$ cat src/rtl/cordic_atan2_mag_if.sv
// cordic_atan2_mag_if: request/result bundle for the atan2/magnitude CORDIC engine
interface cordic_atan2_mag_if;
    logic              i_start;
    logic signed [8:0] i_x_in;
    logic signed [8:0] i_y_in;
    logic        [8:0] o_angle_out;
    logic        [8:0] o_mag_out;
    logic              o_busy;
    logic              o_done;

    modport master (output i_start, i_x_in, i_y_in, input o_angle_out, o_mag_out, o_busy, o_done);
    modport slave  (input i_start, i_x_in, i_y_in, output o_angle_out, o_mag_out, o_busy, o_done);
endinterface

$ cat src/rtl/cordic_atan2_mag.sv
// cordic_atan2_mag: iterative vectoring CORDIC, signed (x,y) -> whole-degree angle and gain-compensated magnitude
module cordic_atan2_mag #(
    parameter int I_MAX  = 8,
    parameter int GAIN_K = 155
) (
    input  logic               clk,
    input  logic               reset,
    cordic_atan2_mag_if.slave  bus
);
    localparam int IW = (I_MAX > 1) ? $clog2(I_MAX) : 1;
    localparam logic signed [11:0] T [8] = '{12'sd360, 12'sd213, 12'sd112, 12'sd57,
                                             12'sd29, 12'sd14, 12'sd7, 12'sd4};

    typedef enum logic [1:0] {IDLE, ITER, FINAL} state_t;

    state_t            r_state;
    logic [IW-1:0]     r_i;
    logic signed [11:0] r_x, r_y, r_z;
    logic              r_qx, r_qy, r_zero, r_yaxis;

    logic [9:0]        w_xs, w_ys, w_ax, w_ay;
    logic signed [11:0] w_dx, w_dy, w_t, w_ar;
    logic [6:0]        w_a;
    logic [8:0]        w_ae, w_ang, w_angle, w_mag;
    logic [19:0]       w_prod;

    always_comb begin
        w_xs    = {bus.i_x_in[8], bus.i_x_in};
        w_ys    = {bus.i_y_in[8], bus.i_y_in};
        w_ax    = w_xs[9] ? -w_xs : w_xs;
        w_ay    = w_ys[9] ? -w_ys : w_ys;
        w_dx    = r_x >>> r_i;
        w_dy    = r_y >>> r_i;
        w_t     = T[r_i];
        w_ar    = (r_z + 12'sd4) >>> 3;
        // y==0 would otherwise round the half-degree residual of the last micro-rotation up to 1
        w_a     = (w_ar[11] || r_yaxis) ? 7'd0 : (w_ar > 12'sd90) ? 7'd90 : w_ar[6:0];
        w_ae    = {2'b00, w_a};
        w_ang   = !r_qx ? (!r_qy ? w_ae : 9'd360 - w_ae) : (!r_qy ? 9'd180 - w_ae : 9'd180 + w_ae);
        w_angle = (w_ang == 9'd360) ? 9'd0 : w_ang;
        w_prod  = {8'd0, r_x} * 20'(GAIN_K);
        w_mag   = |w_prod[19:17] ? 9'd511 : w_prod[16:8];
    end

    always_ff @(posedge clk or posedge reset) begin
        if (reset) begin
            r_state         <= IDLE;
            r_i             <= '0;
            r_x             <= '0;
            r_y             <= '0;
            r_z             <= '0;
            r_qx            <= 1'b0;
            r_qy            <= 1'b0;
            r_zero          <= 1'b0;
            r_yaxis         <= 1'b0;
            bus.o_angle_out <= '0;
            bus.o_mag_out   <= '0;
            bus.o_busy      <= 1'b0;
            bus.o_done      <= 1'b0;
        end else begin
            bus.o_done <= 1'b0;
            case (r_state)
                IDLE: if (bus.i_start) begin
                    r_x        <= {2'b00, w_ax};
                    r_y        <= {2'b00, w_ay};
                    r_z        <= '0;
                    r_i        <= '0;
                    r_qx       <= bus.i_x_in[8];
                    r_qy       <= bus.i_y_in[8];
                    r_zero     <= (bus.i_x_in == 9'sd0) && (bus.i_y_in == 9'sd0);
                    r_yaxis    <= bus.i_y_in == 9'sd0;
                    bus.o_busy <= 1'b1;
                    r_state    <= ITER;
                end
                ITER: begin
                    r_x <= r_y[11] ? r_x - w_dy : r_x + w_dy;
                    r_y <= r_y[11] ? r_y + w_dx : r_y - w_dx;
                    r_z <= r_y[11] ? r_z - w_t : r_z + w_t;
                    r_i <= r_i + IW'(1);
                    if (r_i == IW'(I_MAX - 1)) r_state <= FINAL;
                end
                FINAL: begin
                    bus.o_angle_out <= r_zero ? 9'd0 : w_angle;
                    bus.o_mag_out   <= r_zero ? 9'd0 : w_mag;
                    bus.o_done      <= 1'b1;
                    bus.o_busy      <= 1'b0;
                    r_state         <= IDLE;
                end
                default: r_state <= IDLE;
            endcase
        end
    end
endmodule

$ cat src/flat_wrapper.sv
// flat-port wrapper written by rule: the top's interface ports become plain ports
module cordic_atan2_mag_flat 
#(
    parameter int I_MAX  = 8,
    parameter int GAIN_K = 155
)
  (clk, reset, bus_i_start, bus_i_x_in, bus_i_y_in, bus_o_angle_out, bus_o_mag_out, bus_o_busy, bus_o_done);
  cordic_atan2_mag_if bus_i ();
  input  logic clk;
  input  logic reset;
  input wire logic [$bits(bus_i.i_start)-1:0] bus_i_start;
  input wire logic [$bits(bus_i.i_x_in)-1:0] bus_i_x_in;
  input wire logic [$bits(bus_i.i_y_in)-1:0] bus_i_y_in;
  output wire logic [$bits(bus_i.o_angle_out)-1:0] bus_o_angle_out;
  output wire logic [$bits(bus_i.o_mag_out)-1:0] bus_o_mag_out;
  output wire logic [$bits(bus_i.o_busy)-1:0] bus_o_busy;
  output wire logic [$bits(bus_i.o_done)-1:0] bus_o_done;
  assign bus_i.i_start = bus_i_start;
  assign bus_i.i_x_in = bus_i_x_in;
  assign bus_i.i_y_in = bus_i_y_in;
  assign bus_o_angle_out = bus_i.o_angle_out;
  assign bus_o_mag_out = bus_i.o_mag_out;
  assign bus_o_busy = bus_i.o_busy;
  assign bus_o_done = bus_i.o_done;
  cordic_atan2_mag #(.I_MAX(I_MAX), .GAIN_K(GAIN_K)) u_core (.clk(clk), .reset(reset), .bus(bus_i));
endmodule
$ cat config.mk
export PLATFORM = sky130hd
export DESIGN_NAME = cordic_atan2_mag_flat
export DESIGN_NICKNAME = d
export VERILOG_FILES = /design/src/rtl/cordic_atan2_mag_if.sv /design/src/rtl/cordic_atan2_mag.sv /design/src/flat_wrapper.sv
export SDC_FILE = /design/constraint.sdc
export NUM_CORES = 1
export LEC_CHECK = 0
export BUFFER_PORTS_ARGS = -buffer_cell sky130_fd_sc_hd__buf_2
export CELL_PAD_IN_SITES_DETAIL_PLACEMENT = 1
export CELL_PAD_IN_SITES_GLOBAL_PLACEMENT = 1
export CORE_MARGIN = 2
export CORE_UTILIZATION = 35
export DETAILED_ROUTE_END_ITERATION = 10
export PLACE_DENSITY = 0.64
export SKIP_LAST_GASP = 1
export SYNTH_ARGS = -nofsm -noshare
export SYNTH_HDL_FRONTEND = slang
export SYNTH_SLANG_ARGS = --single-unit
$ cat constraint.sdc
create_clock -name clk -period 4.8 [get_ports clk]
set_input_delay 0.96 -clock clk [delete_from_list [all_inputs] [get_ports clk]]
set_output_delay 0.96 -clock clk [all_outputs]
set_load 0.01 [all_outputs]
### After elaboration in Yosys (flattened, before gate mapping)

Memory sizes are Yosys's and may differ from the RTL's.
Cells that the tools add are included.

* flip-flop bits (word level): 65
* memory bits (read-only): 96
* input bits: 21
* output and inout bits: 20
* memories kept: 1

* $add $sub $neg: 13
* multiply operators: 1
* order comparisons: 2
* equal/unequal tests: 6
* shift-type cells: 2
* muxes and demuxes: 30
* bitwise gates (word level): 1
* reduce and logical (&&, ||, !) cells: 12

Memories
* (name not given): words 8, bits a word 12, read ports 1, clocked after memory_dff 0, wr ports 0, line cordic_atan2_mag.sv:34 `w_t = T[r_i];`

Operators by type and width (count)
* $mux W12: 8
* $pmux W12 S2: 3
* $mux W9: 7
* $add A12 B12 Y12: 3
* $sub A12 B12 Y12: 3
* $sshr A12 B3 Y12: 2
* $mul A12 B8 Y20 const B: 1
* $mux W10: 2
* $neg A10 Y10: 2
* $logic_not A9 Y1: 2
* $mux W7: 2
* $add A12 B4 Y12 const B: 1
* $add A8 B7 Y9 const A: 1
* $eq A9 B9 Y1 const B: 1
* $gt A9 B8 Y1 const B: 1
* $sub A8 B7 Y9 const A: 1
* $sub A9 B7 Y9 const A: 1
* $reduce_and A2 Y1: 4
* $pmux W3 S2: 1
* $ge A4 B4 Y1 const B: 1
* $mux W2: 2
* $not A3 Y4: 1
* $pmux W2 S2: 1
* $reduce_bool A2 Y1: 2
* 13 further kinds: 14

### Logic depth before layout (Yosys ltp)

Gate-level depths: netlist of the first run.

* word-level depth: 10
* gate-level depth with buffers: 19
* gate-level depth less buffers: 16

### Worst setup path before layout of the first run

Ideal clock, no wire load.

* path kind: reg-to-reg
* start: register u_core.r_i[0]
* end: register u_core.r_y[10]
* arrival: 4135 ps
* data required time: 4731 ps
* setup slack: 597 ps
* cell stages (with the launch flop): 19
* cell sequence: dfrtp_1 -> buf_6 -> buf_2 -> buf_2 -> mux4_2 -> mux2i_1 -> ha_1 -> nor2_1 -> a21oi_1 -> fa_1 -> a21o_1 -> a21oi_1 -> o21bai_1 -> a21oi_1 -> o21bai_1 -> a21oi_1 -> o21ai_0 -> or4_1 -> nand3_1

* cells in the longest elaborated chain, start to end: 4
* elaborated cells between the ends (all ways): 5
* those cells by class: 2 x add/sub; 1 x shift; 2 x mux

RTL lines
* start: declaration: line cordic_atan2_mag.sv:17 `logic [IW-1:0] r_i;`
* start signal: assignment: line cordic_atan2_mag.sv:79 `r_i <= r_i + IW'(1);`
* $sshr A12 B3 Y12 *: line cordic_atan2_mag.sv:32 `w_dx = r_x >>> r_i;`
* $sub A12 B12 Y12 or $add A12 B12 Y12 (tied branches): line cordic_atan2_mag.sv:77 `r_y <= r_y[11] ? r_y + w_dx : r_y - w_dx;`
* $mux W12 *: line cordic_atan2_mag.sv:77
* $pmux W12 S2 *: line cordic_atan2_mag.sv:62 `case (r_state)`
* end signal: assignment: line cordic_atan2_mag.sv:65 `r_y <= {2'b00, w_ay};`
* end signal: assignment: line cordic_atan2_mag.sv:77
* end: declaration: line cordic_atan2_mag.sv:18 `logic signed [11:0] r_x, r_y, r_z;`

Every way passes the cells marked *; elsewhere a longest branch is shown, timed or not.
A chain may end at the register's enable or synchronous reset.

### Worst setup path in the final report of the first run

* start: register u_core.r_x[4]
* end: register u_core.bus.o_mag_out[8]

* cells in the longest elaborated chain, start to end: 4

RTL lines
* start: declaration: line cordic_atan2_mag.sv:18
* start signal: assignment: line cordic_atan2_mag.sv:64 `r_x <= {2'b00, w_ax};`
* start signal: assignment: line cordic_atan2_mag.sv:76 `r_x <= r_y[11] ? r_x - w_dy : r_x + w_dy;`
* $mul A12 B8 Y20 *: line cordic_atan2_mag.sv:41 `w_prod = {8'd0, r_x} * 20'(GAIN_K);`
* $reduce_or A3 Y1: line cordic_atan2_mag.sv:42 `w_mag = |w_prod[19:17] ? 9'd511 : w_prod[16:8];`
* $mux W9 *: line cordic_atan2_mag.sv:42
* $mux W9 *: line cordic_atan2_mag.sv:84 `bus.o_mag_out <= r_zero ? 9'd0 : w_mag;`
* end signal: assignment: line cordic_atan2_mag.sv:84
* end: declaration: line cordic_atan2_mag_if.sv:12 `modport slave (input i_start, i_x_in, i_y_in, output o_angle_out, o_mag_out, o_busy, o_done);`

Marked as above.

==> flow_metrics.tcl, run 1 <==
set metrics [dict create \
    placed_area_um2 8760 \
    remaining_drc_errors 0 \
    cp_slowest_stage_delay_ps 580 \
    cts_max_level 3 \
    finalWirelength_mm 21.6 \
    dr_total_vias 6957 \
    fmax_ghz 0.231 \
    drt_iter0_drc 311 \
    cp_data_required_time_ps 4990 \
    relSlewSlack 0.340 \
    synth-compound-area-share 0.191 \
    final_area_um2 9040 \
    antenna_cells 0 \
    min_path_type "flop to flop" \
    synthFlopType "dfrtp_1" \
    path_buf_inv 3 \
    outcome "finished clean" \
    antenna_found_initial 0 \
    gp_congestion 0.811 \
    worstSetupStartpointType "flop" \
    initial_core_util 0.359 \
    synth_top_family_by_area "adder cells" \
    postCtsResizedCells 0 \
    cts_num_sinks 65 \
    crit_fanout 10 \
    cts_tree "built" \
    drive_gt1_frac 0.112 \
    ant_nets 0 \
    grt_pass1_vias 7325 \
    grt_first_pass_wirelength_mm 36.7 \
    post_drt_wl_per_cell_um 16.7 \
    cp_cell_sequence "ha_1 -> inv_1 -> fa_1 -> fa_1 -> fa_1 -> inv_1 -> ha_1 -> or4_1 -> o21ai_0 -> buf_4 -> o211ai_1 -> a2111oi_0 -> o31ai_1" \
    maxSlewViolCount 0 \
    worst_pin_slew_ps 990 \
    die_w_um 157 \
    clock_latency_ps 350 \
    worstSetupPathType "flop to flop" \
    ctsLongestPathBuffers 2 \
    ios 41 \
    dp_hpwl_mm 16.7 \
    synth_edf_count 0 \
    synth_cell_types 78 \
    cts_setup_buffers 0 \
    grt_setup_unrepaired "false" \
    core_um2 22800 \
    clock_skew_ps 9.66 \
    syn_area_um2 8180 \
    grt_usage 0.186 \
    min_period_ps 4340 \
    yosys.area_share.simple 0.162 \
    via_per_inst 5.36 \
    cpMaxStageDelayCell "dfrtp_1" \
    synth_xor_area_frac 0.0728 \
    rows 55 \
    hold_viol 0 \
    syn_area_per_cell_um2 8.57 \
    synthToLayoutAreaGrowth_pct 10.5 \
    crit_path_frequent_cell "fa_1" \
    io_buffers 40 \
    async_reset_ff_frac 1.00 \
    cts_buffers 9 \
    setup.worst_path.end_class "flop" \
    synth_mux_area_frac 0.0892 \
    finalCritPeriodShare 0.903 \
    grt_start_max_net_pins 44 \
    arrival_ps 4530 \
    finalSetupTns_ps 0 \
    hold_buffers 0 \
    path_clk_slew_ps 60 \
    synthAdderAreaFrac 0.218 \
    dr.pass1.iters 7 \
    synth.yosys.seq_area_share 0.199 \
    dieArea_um2 24600 \
    die_h_um 157 \
    finish.net_count 1127 \
    final_cell_mix "98 x ha_1, 96 x inv_1, 75 x nand2_1" \
    setup_viol 0 \
    ctsRootBufferMaster "clkbuf_16" \
    cap_violations 0 \
    critical-path-top-delay-family "adder cells" \
    overflow 0 \
    layout_commonest_cell "ha_1" \
    synth_fp_nets 1101 \
    yosysWarnings 0 \
    ys_ff_latch 65 \
    synthCells 954 \
]
==> sequential cells by signal, summed over array words and instances, names as in the netlist, 2 cells and up <==
signal	cells
u_core.r_z	12
u_core.r_state	2
u_core.bus.o_angle_out	9
u_core.r_y	12
u_core.r_i	3
u_core.r_x	12
u_core.bus.o_mag_out	9
==> per-stage QoR <==
stage	setup WS (ps)	hold WS (ps)	util	std cells
floorplan	597	472	-	954
global placement	514	455	0.385	1282
detailed placement	417	460	0.385	1282
CTS	411	475	0.397	1298
global route	65.2	480	0.397	1298
finish	465	468	0.397	1298
==> path summary, 6_finish.rpt <==
path	start	endpoint	slack [ps]	cells past startpoint
setup / recovery	u_core.r_x[4]	u_core.bus.o_mag_out[8]	460	13
hold / removal	u_core.bus.o_angle_out[6]	u_core.bus.o_angle_out[6]	470	2
setup reg to reg	u_core.r_x[4]	u_core.bus.o_mag_out[8]	460	13
hold reg to reg	u_core.bus.o_angle_out[6]	u_core.bus.o_angle_out[6]	470	2
max in group asynchronous	reset	u_core.r_i[1]	3110	3
min in group asynchronous	reset	u_core.r_x[7]	680	2
==> final cells by class <==
| class | count | area, um^2 |
|---|---|---|
| clock buffers | 9 | 225 |
| clock inverters | 7 | 53.8 |
| fillers | 2733 | 13700 |
| inverters | 98 | 368 |
| multi-input cells | 746 | 6000 |
| flip-flops and latches | 65 | 1630 |
| well taps | 313 | 392 |
| repair buffers | 60 | 375 |
==> Yosys cell counts, types with 5 or more instances <==
master	number	area [um^2]
o211ai_1	9	67.6
o31ai_1	11	82.6
a21oi_1	61	305
nor2b_1	10	62.6
a21o_1	15	113
a31oi_1	10	62.6
mux4_1	6	158
o22ai_1	12	75.1
dfrtp_1	65	1630
o21a_1	6	45.0
mux2i_1	15	150
nor4_1	5	31.3
buf_2	11	55.1
a211oi_1	5	37.5
inv_1	97	364
nor2_1	61	229
fa_1	28	561
ha_1	98	1230
clkbuf_1	30	113
mux4_2	12	270
nor3_1	24	120
xor2_1	17	149
and2_1	11	68.8
or3_1	8	50.1
o21bai_1	8	60.1
xnor2_1	51	447
nand4_1	6	37.5
nand2_1	75	282
nand3_1	19	95.1
nand2b_1	13	81.3
o21ai_0	59	295
and3_1	9	56.3
==> cell families (layout without fill, tap and decap cells) <==
group / after synthesis / after routing
simple gates: 265 / 265
compound gates: 244 / 244
buf+inv: 143 / 174
fa+ha+maj: 126 / 126
xor+xnor: 68 / 68
flops: 65 / 65
mux: 43 / 43
==> worst reg2reg max path: stages (launching register included) <==
cell and delay [ps]:
dfrtp_1 580, ha_1 220, inv_1 80, fa_1 500, fa_1 450, fa_1 550, inv_1 40, ha_1 220
or4_1 500, o21ai_0 180, buf_4 160, o211ai_1 130, a2111oi_0 460, o31ai_1 100
==> metal layers <==
metal  up-vias  wire [um]  GRT usage
met1      3405      10500      0.240
met5         -          0          0
met4         0        305     0.0441
li1       3451          -          -
met3        17        560     0.0296
met2        84      10300      0.324
Power of run 1 is not shown: default switching activity piles up to over one toggle a cycle in this logic, so the estimate is an artifact.
==> inputs of run 2 (changes only) <==
- ABC_AREA: unset -> 1
- PLACE_DENSITY: 0.64 -> 0.67
==> flow_metrics.tcl, run 2 <==
set metrics [dict create \
    setup_viol 0 \
    dr_total_vias 7468 \
    hold_slack_ps 471 \
    grt_start_max_net_pins 42 \
    reg2reg_slack_ps 490 \
    cts_setup_buffers 0 \
    synth_fp_nets 1306 \
    yosysMostFrequentCell "nand2_1" \
    maxSlewViolCount 0 \
    min_from "u_core.bus.o_mag_out[3]" \
    worstSetupPathType "flop to flop" \
    fin_util 0.389 \
    antenna_cells 0 \
    cts_num_sinks 65 \
    dieArea_um2 24300 \
    core_um2 22600 \
    finalWirelength_mm 23.0 \
    holdPathEnd "u_core.bus.o_mag_out[3]" \
    synth_top_area_share 0.202 \
    syn_area_um2 8060 \
    dp_hpwl_mm 18.6 \
    layout.cells.non_filler 1476 \
    clock_skew_ps 13.0 \
    reg2reg_from "u_core.r_x[1]" \
    outcome "finished clean" \
    grt_usage 0.199 \
    cts_tree "built" \
    yosysTopAreaCell "dfrtp_1" \
    rows 55 \
    synth.yosys.seq_area_share 0.202 \
    cp_data_required_time_ps 5020 \
    setup.worst_path.end_class "flop" \
    die_h_um 156 \
    reg_top3 "u_core.r_x x12, u_core.r_y x12, u_core.r_z x12" \
    initial_core_util 0.356 \
    finalSetupTns_ps 0 \
    cts_buffers 9 \
    crit_fanout 9 \
    fmax_ghz 0.232 \
    min_path_type "flop to flop" \
    drive_gt1_frac 0.0907 \
    ctsLongestPathBuffers 2 \
    layout_commonest_cell "nand2_1" \
    netlist_top_cells_area "dfrtp_1 20%, ha_1 15%, nand2_1 13%" \
    reg2regPathDepth 19 \
    grt_setup_unrepaired "false" \
    dr.pass1.iters 4 \
    drt_iter0_drc 244 \
    dp.cells 1462 \
    remaining_drc_errors 0 \
    synth_edf_count 0 \
    yosysWarnings 0 \
    synthToLayoutAreaGrowth_pct 9.23 \
    worstSetupStartpointType "flop" \
    hold_viol 0 \
    arrival_ps 4530 \
    via_per_inst 5.06 \
    cts_max_level 3 \
    finish.net_count 1335 \
    io_buffers 40 \
    overflow 0 \
    post_drt_wl_per_cell_um 15.6 \
    clock_latency_ps 350 \
    gp_congestion 0.836 \
    ctsRootBufferMaster "clkbuf_16" \
    cap_violations 0 \
    worst_pin_slew_ps 947 \
    async_reset_ff_frac 1.00 \
    synthFlopType "dfrtp_1" \
    ios 41 \
    path_clk_slew_ps 60 \
    die_w_um 156 \
    syn_area_per_cell_um2 6.96 \
    grt_first_pass_wirelength_mm 39.2 \
    synth_cell_types 49 \
    finalCritPeriodShare 0.897 \
    min_period_ps 4310 \
    antenna_found_initial 1 \
    relSlewSlack 0.368 \
    r2r-end "u_core.bus.o_mag_out[7]" \
    synthCells 1159 \
    grt_pass1_vias 8010 \
    holdPathStages 2 \
    final_cell_mix "273 x nand2_1, 179 x inv_1, 115 x o21ai_0" \
    ant_nets 0 \
    synth.top_cells.by_count "273 x nand2_1, 180 x inv_1, 115 x o21ai_0" \
    ys_ff_latch 65 \
]
-- run 2: changes by cell type after synthesis, sizes merged, moves of 21 or more --
cell | previous run | this run
inv | 98 | 185
nand2 | 75 | 284
nand3 | 19 | 40
nor2 | 61 | 88
o21ai | 63 | 127
xnor2 | 51 | 16
-- run 2: worst max-delay path, stage by stage (launching register included) --
cell and delay, ps:
dfrtp_2 470, ha_1 230, fa_1 440, ha_1 290, inv_1 50, fa_1 490, inv_1 40, ha_1 300
a21oi_1 120, o21ai_0 100, a21o_1 190, a21oi_1 250, inv_1 90, nand3_1 80, o2111ai_1 150, a21oi_1 190
xor2_1 160, nand3_1 230, o21ai_0 230, nand2_1 70
-- run 2: metrics by stage --
step                setup slack (ps)  area (um^2)
global route                    76.6         8810
CTS                              415         8800
floorplan                        953         8060
finish                           492         8810
detailed placement               436         8530
global placement                 582         8530
-- run 2: layer usage --
metal,routed length [um],track usage,part of all wire
met4,453,0.0529,0.020
met5,13,0,0.00057
met3,629,0.0289,0.027
met1,10900,0.251,0.47
met2,11000,0.356,0.48
-- run 2: how the worst max path moves through the flow --
stage,slack [ps],depth (start not counted),end,startpoint
global route,80,18,u_core.bus.o_mag_out[4],u_core.r_x[1]
CTS,420,19,u_core.bus.o_mag_out[7],u_core.r_x[1]
floorplan,950,19,u_core.bus.o_mag_out[0],u_core.r_x[1]
detailed placement,440,19,u_core.bus.o_mag_out[7],u_core.r_x[1]
finish,490,19,u_core.bus.o_mag_out[7],u_core.r_x[1]
global placement,580,19,u_core.bus.o_mag_out[7],u_core.r_x[1]
-- run 2: area by class of cell --
class,instances,area [um^2]
fill,2951,13800
multi-input combinational,873,5550
sequential,65,1630
inverter,186,701
tap,285,357
timing repair buffer,53,298
clock buffer,11,253
clock inverter,3,17.5
-- run 2: cell families after synthesis --
logic type	Yosys count	synth area share
AND/OR/NAND/NOR	445	0.237
AO/OA/AOI/OAI	255	0.178
XOR/XNOR	40	0.0435
buffers and inverters	221	0.110
flip-flops	65	0.202
multiplexers	7	0.00869
adder cells (fa/ha/maj)	126	0.222
-- run 2: timing repair --
action / in CTS / in global routing
hold buffers: 0 / 0
setup endpoints to repair: 0 / 1
resized for setup: 0 / 1
Power of run 2 is left out for the same reason.
